[config.mk]
export PLATFORM = sky130hd
export DESIGN_NAME = kws_cmvn
export DESIGN_NICKNAME = d
export VERILOG_FILES = /design/src/rtl/kws_pkg.sv /design/src/rtl/kws_cmvn_dp.sv /design/src/rtl/kws_cmvn.sv
export SDC_FILE = /design/constraint.sdc
export NUM_CORES = 2
export LEC_CHECK = 0
export CAP_MARGIN = 10
export CORE_ASPECT_RATIO = 0.9
export CORE_MARGIN = 1
export CORE_UTILIZATION = 55
export CTS_CLUSTER_SIZE = 20
export DETAILED_ROUTE_END_ITERATION = 10
export GPL_ROUTABILITY_DRIVEN = 0
export PLACE_DENSITY = 0.71
export SLEW_MARGIN = 30
export SYNTH_ARGS = -nofsm -noshare
export SYNTH_HDL_FRONTEND = slang
export SYNTH_HIERARCHICAL = 1
export SYNTH_SLANG_ARGS = --single-unit
[constraint.sdc]
create_clock -name clk -period 7.4 [get_ports clk]
set_input_delay 1.11 -clock clk [delete_from_list [all_inputs] [get_ports clk]]
set_output_delay 1.11 -clock clk [all_outputs]
set_load 0.005 [all_outputs]
[src/rtl/kws_pkg.sv]
// Shared widths, saturation bounds and FSM encoding for the KWS CMVN stage.
package kws_pkg;

    localparam int unsigned KWS_DATA_W    = 16;
    localparam int unsigned KWS_FRAC_BITS = 8;
    localparam int unsigned KWS_NUM_FEAT  = 40;
    localparam int unsigned KWS_FRAME_W   = 8;

    localparam logic signed [KWS_DATA_W-1:0] KWS_SAT_MAX = {1'b0, {(KWS_DATA_W-1){1'b1}}};
    localparam logic signed [KWS_DATA_W-1:0] KWS_SAT_MIN = {1'b1, {(KWS_DATA_W-1){1'b0}}};

    typedef enum logic [1:0] {
        IDLE  = 2'd0,
        RUN   = 2'd1,
        DRAIN = 2'd2,
        DONE  = 2'd3
    } cmvn_state_t;

endpackage

[src/rtl/kws_cmvn_dp.sv]
// Two-stage (x - mean) * istd datapath with round-half-up and saturation.
// The whole pipeline advances together on adv_i; outputs hold while stalled.
module kws_cmvn_dp
    import kws_pkg::*;
#(
    parameter int unsigned DATA_W    = KWS_DATA_W,
    parameter int unsigned FRAC_BITS = KWS_FRAC_BITS
) (
    input  logic              clk,
    input  logic              rst_n,
    input  logic              adv_i,
    input  logic              valid_i,
    input  logic              last_i,
    input  logic [DATA_W-1:0] x_i,
    input  logic [DATA_W-1:0] mean_i,
    input  logic [DATA_W-1:0] istd_i,
    output logic              out_valid_o,
    output logic              out_last_o,
    output logic [DATA_W-1:0] out_data_o,
    output logic              pipe_busy_o
);

    localparam int unsigned DIFF_W = DATA_W + 1;
    localparam int unsigned PROD_W = 2 * DATA_W + 1;

    localparam logic signed [PROD_W-1:0] SAT_MAX =
        {{(PROD_W-DATA_W+1){1'b0}}, {(DATA_W-1){1'b1}}};
    localparam logic signed [PROD_W-1:0] SAT_MIN =
        {{(PROD_W-DATA_W+1){1'b1}}, {(DATA_W-1){1'b0}}};
    localparam logic signed [PROD_W-1:0] RND_HALF = PROD_W'(1) << (FRAC_BITS - 1);

    logic                     v1_q;
    logic                     last1_q;
    logic signed [DIFF_W-1:0] diff_q;
    logic signed [DIFF_W-1:0] diff_d;
    logic signed [DATA_W-1:0] istd1_q;

    logic                     out_valid_q;
    logic                     out_last_q;
    logic [DATA_W-1:0]        out_data_q;

    logic signed [PROD_W-1:0] prod_c;
    logic signed [PROD_W-1:0] rnd_c;
    logic signed [PROD_W-1:0] shr_c;
    logic [DATA_W-1:0]        sat_c;

    // Stage 1 arithmetic: widen by one bit so the subtraction cannot overflow.
    always_comb begin
        diff_d = $signed({x_i[DATA_W-1], x_i}) - $signed({mean_i[DATA_W-1], mean_i});
    end

    // Stage 2 arithmetic: full-width product, round half up, arithmetic shift, clamp.
    always_comb begin
        prod_c = $signed({{DATA_W{diff_q[DIFF_W-1]}}, diff_q})
               * $signed({{(DATA_W+1){istd1_q[DATA_W-1]}}, istd1_q});
        rnd_c  = prod_c + RND_HALF;
        shr_c  = rnd_c >>> FRAC_BITS;
        sat_c  = shr_c[DATA_W-1:0];
        if (shr_c > SAT_MAX) begin
            sat_c = SAT_MAX[DATA_W-1:0];
        end else if (shr_c < SAT_MIN) begin
            sat_c = SAT_MIN[DATA_W-1:0];
        end
    end

    // Pipeline registers; nothing moves unless the downstream can take a result.
    always_ff @(posedge clk or negedge rst_n) begin
        if (!rst_n) begin
            v1_q        <= 1'b0;
            last1_q     <= 1'b0;
            diff_q      <= '0;
            istd1_q     <= '0;
            out_valid_q <= 1'b0;
            out_last_q  <= 1'b0;
            out_data_q  <= '0;
        end else if (adv_i) begin
            v1_q        <= valid_i;
            last1_q     <= valid_i & last_i;
            if (valid_i) begin
                diff_q  <= diff_d;
                istd1_q <= istd_i;
            end
            out_valid_q <= v1_q;
            out_last_q  <= v1_q & last1_q;
            if (v1_q) begin
                out_data_q <= sat_c;
            end
        end
    end

    assign out_valid_o = out_valid_q;
    assign out_last_o  = out_last_q;
    assign out_data_o  = out_data_q;
    assign pipe_busy_o = v1_q | out_valid_q;

endmodule

[src/rtl/kws_cmvn.sv]
// Streaming cepstral mean/variance normalisation: control FSM, feature/frame
// counters and per-feature coefficient file around the arithmetic pipeline.
module kws_cmvn
    import kws_pkg::*;
#(
    parameter int unsigned DATA_W    = KWS_DATA_W,
    parameter int unsigned FRAC_BITS = KWS_FRAC_BITS,
    parameter int unsigned NUM_FEAT  = KWS_NUM_FEAT,
    parameter int unsigned FRAME_W   = KWS_FRAME_W
) (
    input  logic                        clk,
    input  logic                        rst_n,
    input  logic                        cmvn_en,
    input  logic [FRAME_W-1:0]          num_frames,
    input  logic                        coef_we,
    input  logic [$clog2(NUM_FEAT)-1:0] coef_addr,
    input  logic [DATA_W-1:0]           coef_mean,
    input  logic [DATA_W-1:0]           coef_istd,
    input  logic                        in_valid,
    output logic                        in_ready,
    input  logic [DATA_W-1:0]           in_data,
    output logic                        out_valid,
    input  logic                        out_ready,
    output logic [DATA_W-1:0]           out_data,
    output logic                        out_last,
    output logic                        busy,
    output logic                        done
);

    localparam int unsigned ADDR_W = $clog2(NUM_FEAT);
    localparam logic [DATA_W-1:0] ISTD_ONE = DATA_W'(1) << FRAC_BITS;

    cmvn_state_t        state_q;
    cmvn_state_t        state_d;
    logic               busy_q;
    logic               busy_d;
    logic               done_q;
    logic               done_d;

    logic [ADDR_W-1:0]  feat_idx_q;
    logic [ADDR_W-1:0]  feat_idx_d;
    logic [FRAME_W-1:0] frame_cnt_q;
    logic [FRAME_W-1:0] frame_cnt_d;
    logic [FRAME_W-1:0] num_frames_q;
    logic [FRAME_W-1:0] num_frames_d;

    logic [DATA_W-1:0]  mean_q [NUM_FEAT];
    logic [DATA_W-1:0]  istd_q [NUM_FEAT];

    logic               adv_c;
    logic               start_c;
    logic               in_fire_c;
    logic               last_feat_c;
    logic               last_in_c;
    logic               coef_wr_c;
    logic               pipe_busy_c;

    // Handshake and counter decode shared by the FSM and the datapath.
    always_comb begin
        adv_c       = !(out_valid && !out_ready);
        in_ready    = (state_q == RUN) && adv_c;
        in_fire_c   = in_valid && in_ready;
        start_c     = (state_q == IDLE) && cmvn_en;
        last_feat_c = (feat_idx_q == ADDR_W'(NUM_FEAT - 1));
        last_in_c   = last_feat_c && (frame_cnt_q == (num_frames_q - FRAME_W'(1)));
        coef_wr_c   = coef_we && !busy_q
                   && ({1'b0, coef_addr} < (ADDR_W+1)'(NUM_FEAT));
    end

    // State register, with busy/done registered off the next state.
    always_ff @(posedge clk or negedge rst_n) begin
        if (!rst_n) begin
            state_q <= IDLE;
            busy_q  <= 1'b0;
            done_q  <= 1'b0;
        end else begin
            state_q <= state_d;
            busy_q  <= busy_d;
            done_q  <= done_d;
        end
    end

    // Next-state logic.
    always_comb begin
        state_d = state_q;
        case (state_q)
            IDLE: begin
                if (cmvn_en) begin
                    state_d = (num_frames != '0) ? RUN : DONE;
                end
            end
            RUN: begin
                if (in_fire_c && last_in_c) begin
                    state_d = DRAIN;
                end
            end
            DRAIN: begin
                if (!pipe_busy_c) begin
                    state_d = DONE;
                end
            end
            DONE:    state_d = IDLE;
            default: state_d = IDLE;
        endcase
    end

    // Output decode of the upcoming state so busy/done line up with it.
    always_comb begin
        busy_d = 1'b0;
        done_d = 1'b0;
        case (state_d)
            RUN, DRAIN: busy_d = 1'b1;
            DONE:       done_d = 1'b1;
            default:    ;
        endcase
    end

    // Feature index wraps per frame; frame count and target latch on start.
    always_comb begin
        feat_idx_d   = feat_idx_q;
        frame_cnt_d  = frame_cnt_q;
        num_frames_d = num_frames_q;
        if (start_c) begin
            num_frames_d = num_frames;
            feat_idx_d   = '0;
            frame_cnt_d  = '0;
        end else if (in_fire_c) begin
            if (last_feat_c) begin
                feat_idx_d  = '0;
                frame_cnt_d = frame_cnt_q + FRAME_W'(1);
            end else begin
                feat_idx_d  = feat_idx_q + ADDR_W'(1);
            end
        end
    end

    // Counter registers.
    always_ff @(posedge clk or negedge rst_n) begin
        if (!rst_n) begin
            feat_idx_q   <= '0;
            frame_cnt_q  <= '0;
            num_frames_q <= '0;
        end else begin
            feat_idx_q   <= feat_idx_d;
            frame_cnt_q  <= frame_cnt_d;
            num_frames_q <= num_frames_d;
        end
    end

    // Coefficient file: identity transform after reset, writable only when idle.
    always_ff @(posedge clk or negedge rst_n) begin
        if (!rst_n) begin
            for (int unsigned i = 0; i < NUM_FEAT; i++) begin
                mean_q[i] <= '0;
                istd_q[i] <= ISTD_ONE;
            end
        end else if (coef_wr_c) begin
            mean_q[coef_addr] <= coef_mean;
            istd_q[coef_addr] <= coef_istd;
        end
    end

    kws_cmvn_dp #(
        .DATA_W    (DATA_W),
        .FRAC_BITS (FRAC_BITS)
    ) u_dp (
        .clk         (clk),
        .rst_n       (rst_n),
        .adv_i       (adv_c),
        .valid_i     (in_fire_c),
        .last_i      (last_feat_c),
        .x_i         (in_data),
        .mean_i      (mean_q[feat_idx_q]),
        .istd_i      (istd_q[feat_idx_q]),
        .out_valid_o (out_valid),
        .out_last_o  (out_last),
        .out_data_o  (out_data),
        .pipe_busy_o (pipe_busy_c)
    );

    assign busy = busy_q;
    assign done = done_q;

endmodule
==> impl_metrics.ini <==
[pwr]
leakage_uw = 0.0394
p_per_area_nw_per_um2 = 403
pwr-share-clk_pct = 22.2
max-vdd-ir-drop_mv = 0.870
intPower_uw = 18400
swShare_pct = 43.3
combPwrFrac_pct = 52.9
p_sw_uw = 14000
share_seq_of_total_power_pct = 24.9

[grt]
track_usage_pct = 29.6
antenna_found_initial = 10
grt_first_pass_wirelength_mm = 298
grt_pass1_vias = 47000
overflow = 0
grt_max_degree = 174

[timing]
final_max_slew_viol_count = 0
max-slew-margin-rel_pct = 31.1
fmax_mhz = 142
rsz0062_at_grt = no
tightest_slew_ns = 1.03
min_period_over_period_pct = 95.1
finalSetupTns_ns = 0
final.min_clock_period_ns = 7.04
finalSetupViolCount = 0
finalClockSkew_ns = 0.0258
hold_viol_final = 0

[routing]
viasPerCell = 6.18
routed_wirelength_mm = 192
met2WireLength_mm = 88.8
via_count = 44900
highest_layer = met5
drc = 0
routedWlPerCell_um = 26.5
met3WireLength_mm = 14.0
drtPass1Iterations = 5
wl_met1_mm = 83.3
drtIter0Drc = 3651
antenna_left = 0

[setup_path]
cp-end-kind = register
worstRegToRegCells = 22
r2r-end = u_dp/out_data_o[2]
crit_path_end = u_dp/out_data_o[2]
cp-start-kind = register
r2r_slack_ns = 0.36
critPathRequiredTime_ns = 8.03
critPathMaxFanout = 18
reg2reg_from = u_dp/istd1_q[12]
path_class = reg -> reg
worst_ep_arrival_time_ns = 7.67
worstSetupStartpoint = u_dp/istd1_q[12]

[synth]
syn_area_um2 = 72700
synth_top_family_by_area = multiplexers
synth_top_flop_cell = dfrtp_1
synthAdderAreaFrac_pct = 9.33
synth_area_per_cell_um2 = 13.3
yosysUniqueCellTypes = 72
synth_compound_area_share_pct = 4.30
yosysWarningCount = 6
synthTopCellsByCount = 1319 x dfrtp_1, 1233 x mux2_2, 343 x inv_1
synth.most_common_cell = dfrtp_1
synthSimpleGateAreaFrac_pct = 4.53
synthCells = 5482
ys_ff_latch = 1359
yosys-top-cells-area = dfrtp_1 45%, mux2_2 19%, fa_1 7.6%
synth_nets = 5926
async_reset_ff_share_pct = 100
synth_edf_count = 0
synth-xor-area-share_pct = 0.650
synth_top_area_share_pct = 45.4
yosysSeqAreaShare_pct = 46.8
synth.largest_area_cell = dfrtp_1
yosys-mux-area-fraction_pct = 30.1

[clock_tree]
cts_buffers = 142
ctsLongestPathBuffers = 3
cts_root_buf = clkbuf_16
clkSinkCount = 1359
path_clk_slew_ns = 0.06
cts_tree = built
clk_latency_ns = 0.78
post_cts_buffers = 0
htree_num_levels = 4

[floorplanning]
initial_core_util_pct = 55.5
rows = 126
die-area_um2 = 134000
core_um2 = 131000
io_pins = 89
die_w_um = 385
die_y_um = 347

[placed_design]
place_inst = 7000
hpwl_mm = 122
port_buffers = 88

[worst_hold_path]
min_path_type = in -> async

[final_layout]
drive_above_1_share_pct = 34.8
syn_to_final_growth_pct = 10.5
n_fill_cell = 10100
nets = 5865
instances_no_fill = 7258

[flow_run]
maxCapViolCount = 0

[outcome]
status = finished clean
-- power groups by stage --
stage / clock (uW) / sequential [uW] / combinational, uW
6_report: 7210 / 8060 / 17100
4_1_cts: 7320 / 8050 / 17000
2_1_floorplan: 0 / 7910 / 12400
5_1_grt: 7620 / 8090 / 19100
3_5_place_dp: 0 / 8180 / 17000
3_3_place_gp: 0 / 8170 / 16600
-- worst max-delay path, stage by stage, from the launching register on --
cell and delay [ns]:
dfrtp_1 0.73, nand2_1 0.14, fa_1 0.51, inv_1 0.05, fa_1 0.57, fa_1 0.45
fa_1 0.47, fa_1 0.52, inv_1 0.06, fa_1 0.48, inv_1 0.05, ha_1 0.35
a21o_1 0.24, and3_1 0.18, a311oi_1 0.36, o21ai_1 0.12, a31oi_2 0.29, mux2i_1 0.24
a21oi_1 0.09, a2111o_1 0.45, o31ai_4 0.18, buf_4 0.27, a21oi_1 0.11
-- how the worst min path moves through the flow --
stage,startpoint,to,slack (ns),depth (start not counted)
after floorplan,istd_q[607],istd_q[607],0.46,1
after global placement,istd_q[605],istd_q[605],0.47,1
after detailed placement,mean_q[61],mean_q[61],0.48,1
after CTS,rst_n,mean_q[331],0.35,1
after global routing,rst_n,mean_q[347],0.39,1
final,rst_n,mean_q[347],0.28,1
-- stage by stage --
| stage | hold slack (ns) | power, uW | worst slack (ns) | area (um2) | utilization, % |
|---|---|---|---|---|---|
| 2_1_floorplan | 0.459 | 20300 | 0.675 | 72700 | - |
| 3_3_place_gp | 0.468 | 24800 | 0.335 | 75500 | 57.6 |
| 3_5_place_dp | 0.477 | 25100 | 0.136 | 75500 | 57.6 |
| 4_1_cts | 0.350 | 32400 | 0.0926 | 80200 | 61.2 |
| 5_1_grt | 0.394 | 34800 | 0.0160 | 80400 | 61.3 |
| 6_report | 0.281 | 32400 | 0.365 | 80400 | 61.3 |
-- state kept, by name (all words and copies together) (netlist names) --
signal            cells
u_dp/istd1_q         16
u_dp/out_data_o      16
u_dp/out_valid_o      1
u_dp/out_last_o       1
done                  1
u_dp/last1_q          1
num_frames_q          8
state_q               2
frame_cnt_q           8
istd_q              640
u_dp/v1_q             1
busy                  1
mean_q              640
feat_idx_q            6
u_dp/diff_q          17
-- cell type report --
class	count	area (um2)	area share [%]
clock buffer	215	4290	5.33
sequential	1359	34100	42.4
clock inverter	35	420	0.523
timing repair buffer	240	2280	2.84
antenna	3	7.51	0.00934
inverter	345	1290	1.61
multi-input combinational	3333	35900	44.6
tap	1728	2160	2.69
-- logic make-up (layout without fill, tap and decap cells) --
group	after synthesis	count (layout)
XOR/XNOR	54	54
buffers and inverters	790	835
multiplexers	1780	1780
AND/OR/NAND/NOR	685	685
flip-flops	1359	1359
adder cells (fa/ha/maj)	376	376
AO/OA/AOI/OAI	438	438
other	0	3
-- cells in the final DEF (no fill, tap or decap), drive strengths merged, types with 4 or more instances in the layout --
cell              n
mux2           1328
dfrtp          1319
inv             351
nand2           306
fa              277
mux2i           260
clkbuf          215
a22oi           194
mux4            192
buf             156
and2            133
ha               99
nor2             90
clkdlybuf4s50    84
o21ai            76
a21oi            59
nand3            56
dfstp            40
xnor2            34
a221o            33
clkinv           23
xor2             20
a21o             15
nand2b           14
nand4            14
nor2b            14
o31ai            12
and3             10
nor3             10
nor4              7
or3               6
a31oi             6
bufinv            5
o21bai            5
o21a              5
nor3b             5
nand3b            4
o211ai            4
-- routing by layer --
layer,vias to the layer above,global-route usage (%)
li1,19100,-
met1,24000,42.5
met2,1411,45.2
met3,308,6.25
met4,12,9.32
met5,-,0
-- repair_timing --
action,4_1_cts,5_1_grt
endpoints found under the setup margin,0,15
hold buffers,0,0
resized for setup,0,12
Note: power is estimated with default switching activity, not from simulation.
==> RTL change: new RTL, config.mk and constraints unchanged <==
`KWS_NUM_FEAT`: 40 -> 60.
--- a/src/rtl/kws_pkg.sv
+++ b/src/rtl/kws_pkg.sv
@@ -3,7 +3,7 @@
 
     localparam int unsigned KWS_DATA_W    = 16;
     localparam int unsigned KWS_FRAC_BITS = 8;
-    localparam int unsigned KWS_NUM_FEAT  = 40;
+    localparam int unsigned KWS_NUM_FEAT  = 60;
     localparam int unsigned KWS_FRAME_W   = 8;
 
     localparam logic signed [KWS_DATA_W-1:0] KWS_SAT_MAX = {1'b0, {(KWS_DATA_W-1){1'b1}}};
Function: not settled (the Yosys comparison gave no result); the edit may change what the design does.
==> RTL change against the unedited design <==
First-iteration DRC count is 46% higher; maximum frequency increased by 0.44%; hold slack improved by 0.011 ns; count of clock-buffer cells in the layout grew 86; setup slack gained 0.031 ns; total power grew 36%; synthesized area grew 40%; design area is 40% higher; routed wire length is 42% higher; sequential cell count grew 640; core utilization decreased by 0.17 points; via count up 37%; critical path type unchanged.
==> RTL change: results (changes against the unedited design) <==
drive_above_1_share_pct: 41.6  # was 34.8%
via_per_inst: 6.30  # was 6.18
drt_first_pass_iters: 7  # was 5
finalNetCount: 7585  # was 5865
pre_cts_slack_ns: 0.257  # was 0.136 ns
timing.slew.headroom_pct: 17.7  # was 31.1%
status: "finished clean"  # unchanged
grt_max_degree: 190  # was 174
grtUsageTotal_pct: 29.7  # was 29.6%
synth_xor_area_share_pct: 0.481  # was 0.650%
synthTopCellsByCount: "dfrtp_1, mux2_2, mux4_2, inv_1, clkbuf_1"  # was dfrtp_1, mux2_2, inv_1, nand2_1, fa_1
syn-mean-instance-area_um2: 14.0  # was 13.3 um2
synthTopCellsByArea: "dfrtp_1, mux2_2, mux4_2, fa_1, mux2i_1"  # was dfrtp_1, mux2_2, fa_1, mux4_2, mux2i_1
drt_iter0_drc: 5323  # was 3651
clockBufferDepth: 3  # unchanged
clkSlewWorstSetupHoldPaths_ns: 0.08  # was 0.06 ns
grt_antenna_before_repair: 14  # was 10
ys_warn_count: 6  # unchanged
fin_tns_setup_ns: 0  # unchanged
insertion_delay_ns: 0.85  # was 0.78 ns
dp_hpwl_um: 165000  # was 122000 um
syn-num-nets: 7700  # was 5926
antenna_left: 0  # unchanged
async_flop_share_pct: 100  # unchanged
slew_violations: 0  # unchanged
power.leakage_nw: 54.4  # was 39.4 nW
min_path_type: "primary input to async pin"  # unchanged
crit_fanout: 15  # was 18
synth_compound_area_share_pct: 3.49  # was 4.30%
cts_root_buf: "clkbuf_16"  # unchanged
grt_pass1_vias: 64500  # was 47000
drt_wl_total_um: 273000  # was 192000 um
grt_pass1_wl_um: 416000  # was 298000 um
cts_buffers: 202  # was 142
yosysSeqAreaShare_pct: 49.2  # was 46.8%
arrival_ns: 7.71  # was 7.67 ns
io_buffers: 88  # unchanged
yosys.cell_types.count: 82  # was 72
ir_drop_mv: 1.71  # was 0.870 mV
timing.clock.skew_ns: 0.0631  # was 0.0258 ns
vias: 61300  # was 44900
synth_mux_area_share_pct: 32.5  # was 30.1%
dp_cells: 9350  # was 7000
cts_max_level: 4  # unchanged
reg_top3: "istd_q x960, mean_q x960, u_dp/diff_q x17"  # was istd_q x640, mean_q x640, u_dp/diff_q x17
synth_flop_cell: "dfrtp_1"  # unchanged
synth-adder-area-share_pct: 6.66  # was 9.33%
==> RTL change: power breakdown <==
part | leakage, nW | internal (mW) | switching [mW] | total [mW]
Sequential | 27.5 | 11.1 | 0.628 | 11.8
Clock | 3.45 | 6.18 | 4.47 | 10.7
Combinational | 23.4 | 8.07 | 13.5 | 21.5
==> RTL change: cell type report <==
cell class / instances / area, um2
inverter: 345 / 1290
fill: 13700 / 71400
sequential: 1999 / 50100
clock buffer: 301 / 5940
clock inverter: 74 / 1090
multi-input combinational: 4276 / 48000
tap: 2416 / 3020
antenna: 2 / 5.00
timing repair buffer: 317 / 2740
==> RTL change: cell families (layout without fill, tap and decap cells) <==
| logic type | count (synthesis) | after routing |
|---|---|---|
| other | 0 | 2 |
| AND/OR/NAND/NOR | 770 | 770 |
| multiplexers | 2581 | 2581 |
| AO/OA/AOI/OAI | 494 | 494 |
| XOR/XNOR | 55 | 55 |
| flip-flops | 1999 | 1999 |
| adder cells (fa/ha/maj) | 376 | 376 |
| buffers and inverters | 981 | 1037 |
==> RTL change: metrics by stage <==
step / hold slack, ns / instance area, um2
finish: 0.292 / 112000
floorplan: 0.452 / 102000
global placement: 0.461 / 105000
CTS: 0.269 / 112000
detailed placement: 0.473 / 105000
global route: 0.317 / 112000
==> RTL change: critical path, cell delays in order, from the launching register on <==
cell and delay, ns:
dfrtp_1 0.53, buf_4 0.23, and2_1 0.17, fa_1 0.53
inv_1 0.05, fa_1 0.47, fa_1 0.55, inv_1 0.07
fa_1 0.51, fa_1 0.51, inv_1 0.05, fa_1 0.47
inv_1 0.07, ha_1 0.36, a21o_1 0.19, a21o_1 0.22
a21oi_4 0.22, nor3_2 0.09, or3b_4 0.39, or4_1 0.47
nand3_1 0.15, nand4_1 0.13, o21ai_2 0.12, buf_4 0.22
o22ai_1 0.12
==> RTL change: timing repair <==
action                                  CTS  global route
gates resized for setup                   0             3
setup buffers                             0             1
endpoints found under the setup margin    0            15
==> RTL change: per-layer routing <==
layer  up-vias  part of all wire, %  GRT usage (%)
li1      25700                    -              -
met1     33300                   44           42.6
met2      1837                   46           46.6
met3       400                  6.5           5.20
met4         4                  2.9           8.80
met5         -               0.0099              0
==> RTL change: final timing paths <==
kind | endpoint | start | slack, ns | cells past startpoint
worst max-delay path | u_dp/out_data_o[7] | u_dp/istd1_q[4] | 0.40 | 24
worst min register to register | istd_q[172] | istd_q[172] | 0.49 | 1
worst min-delay path | istd_q[59] | rst_n | 0.29 | 1
worst max register to register | u_dp/out_data_o[7] | u_dp/istd1_q[4] | 0.40 | 24
min in group clk | istd_q[172] | istd_q[172] | 0.49 | 1
max in group asynchronous | mean_q[958] | rst_n | 5.24 | 3
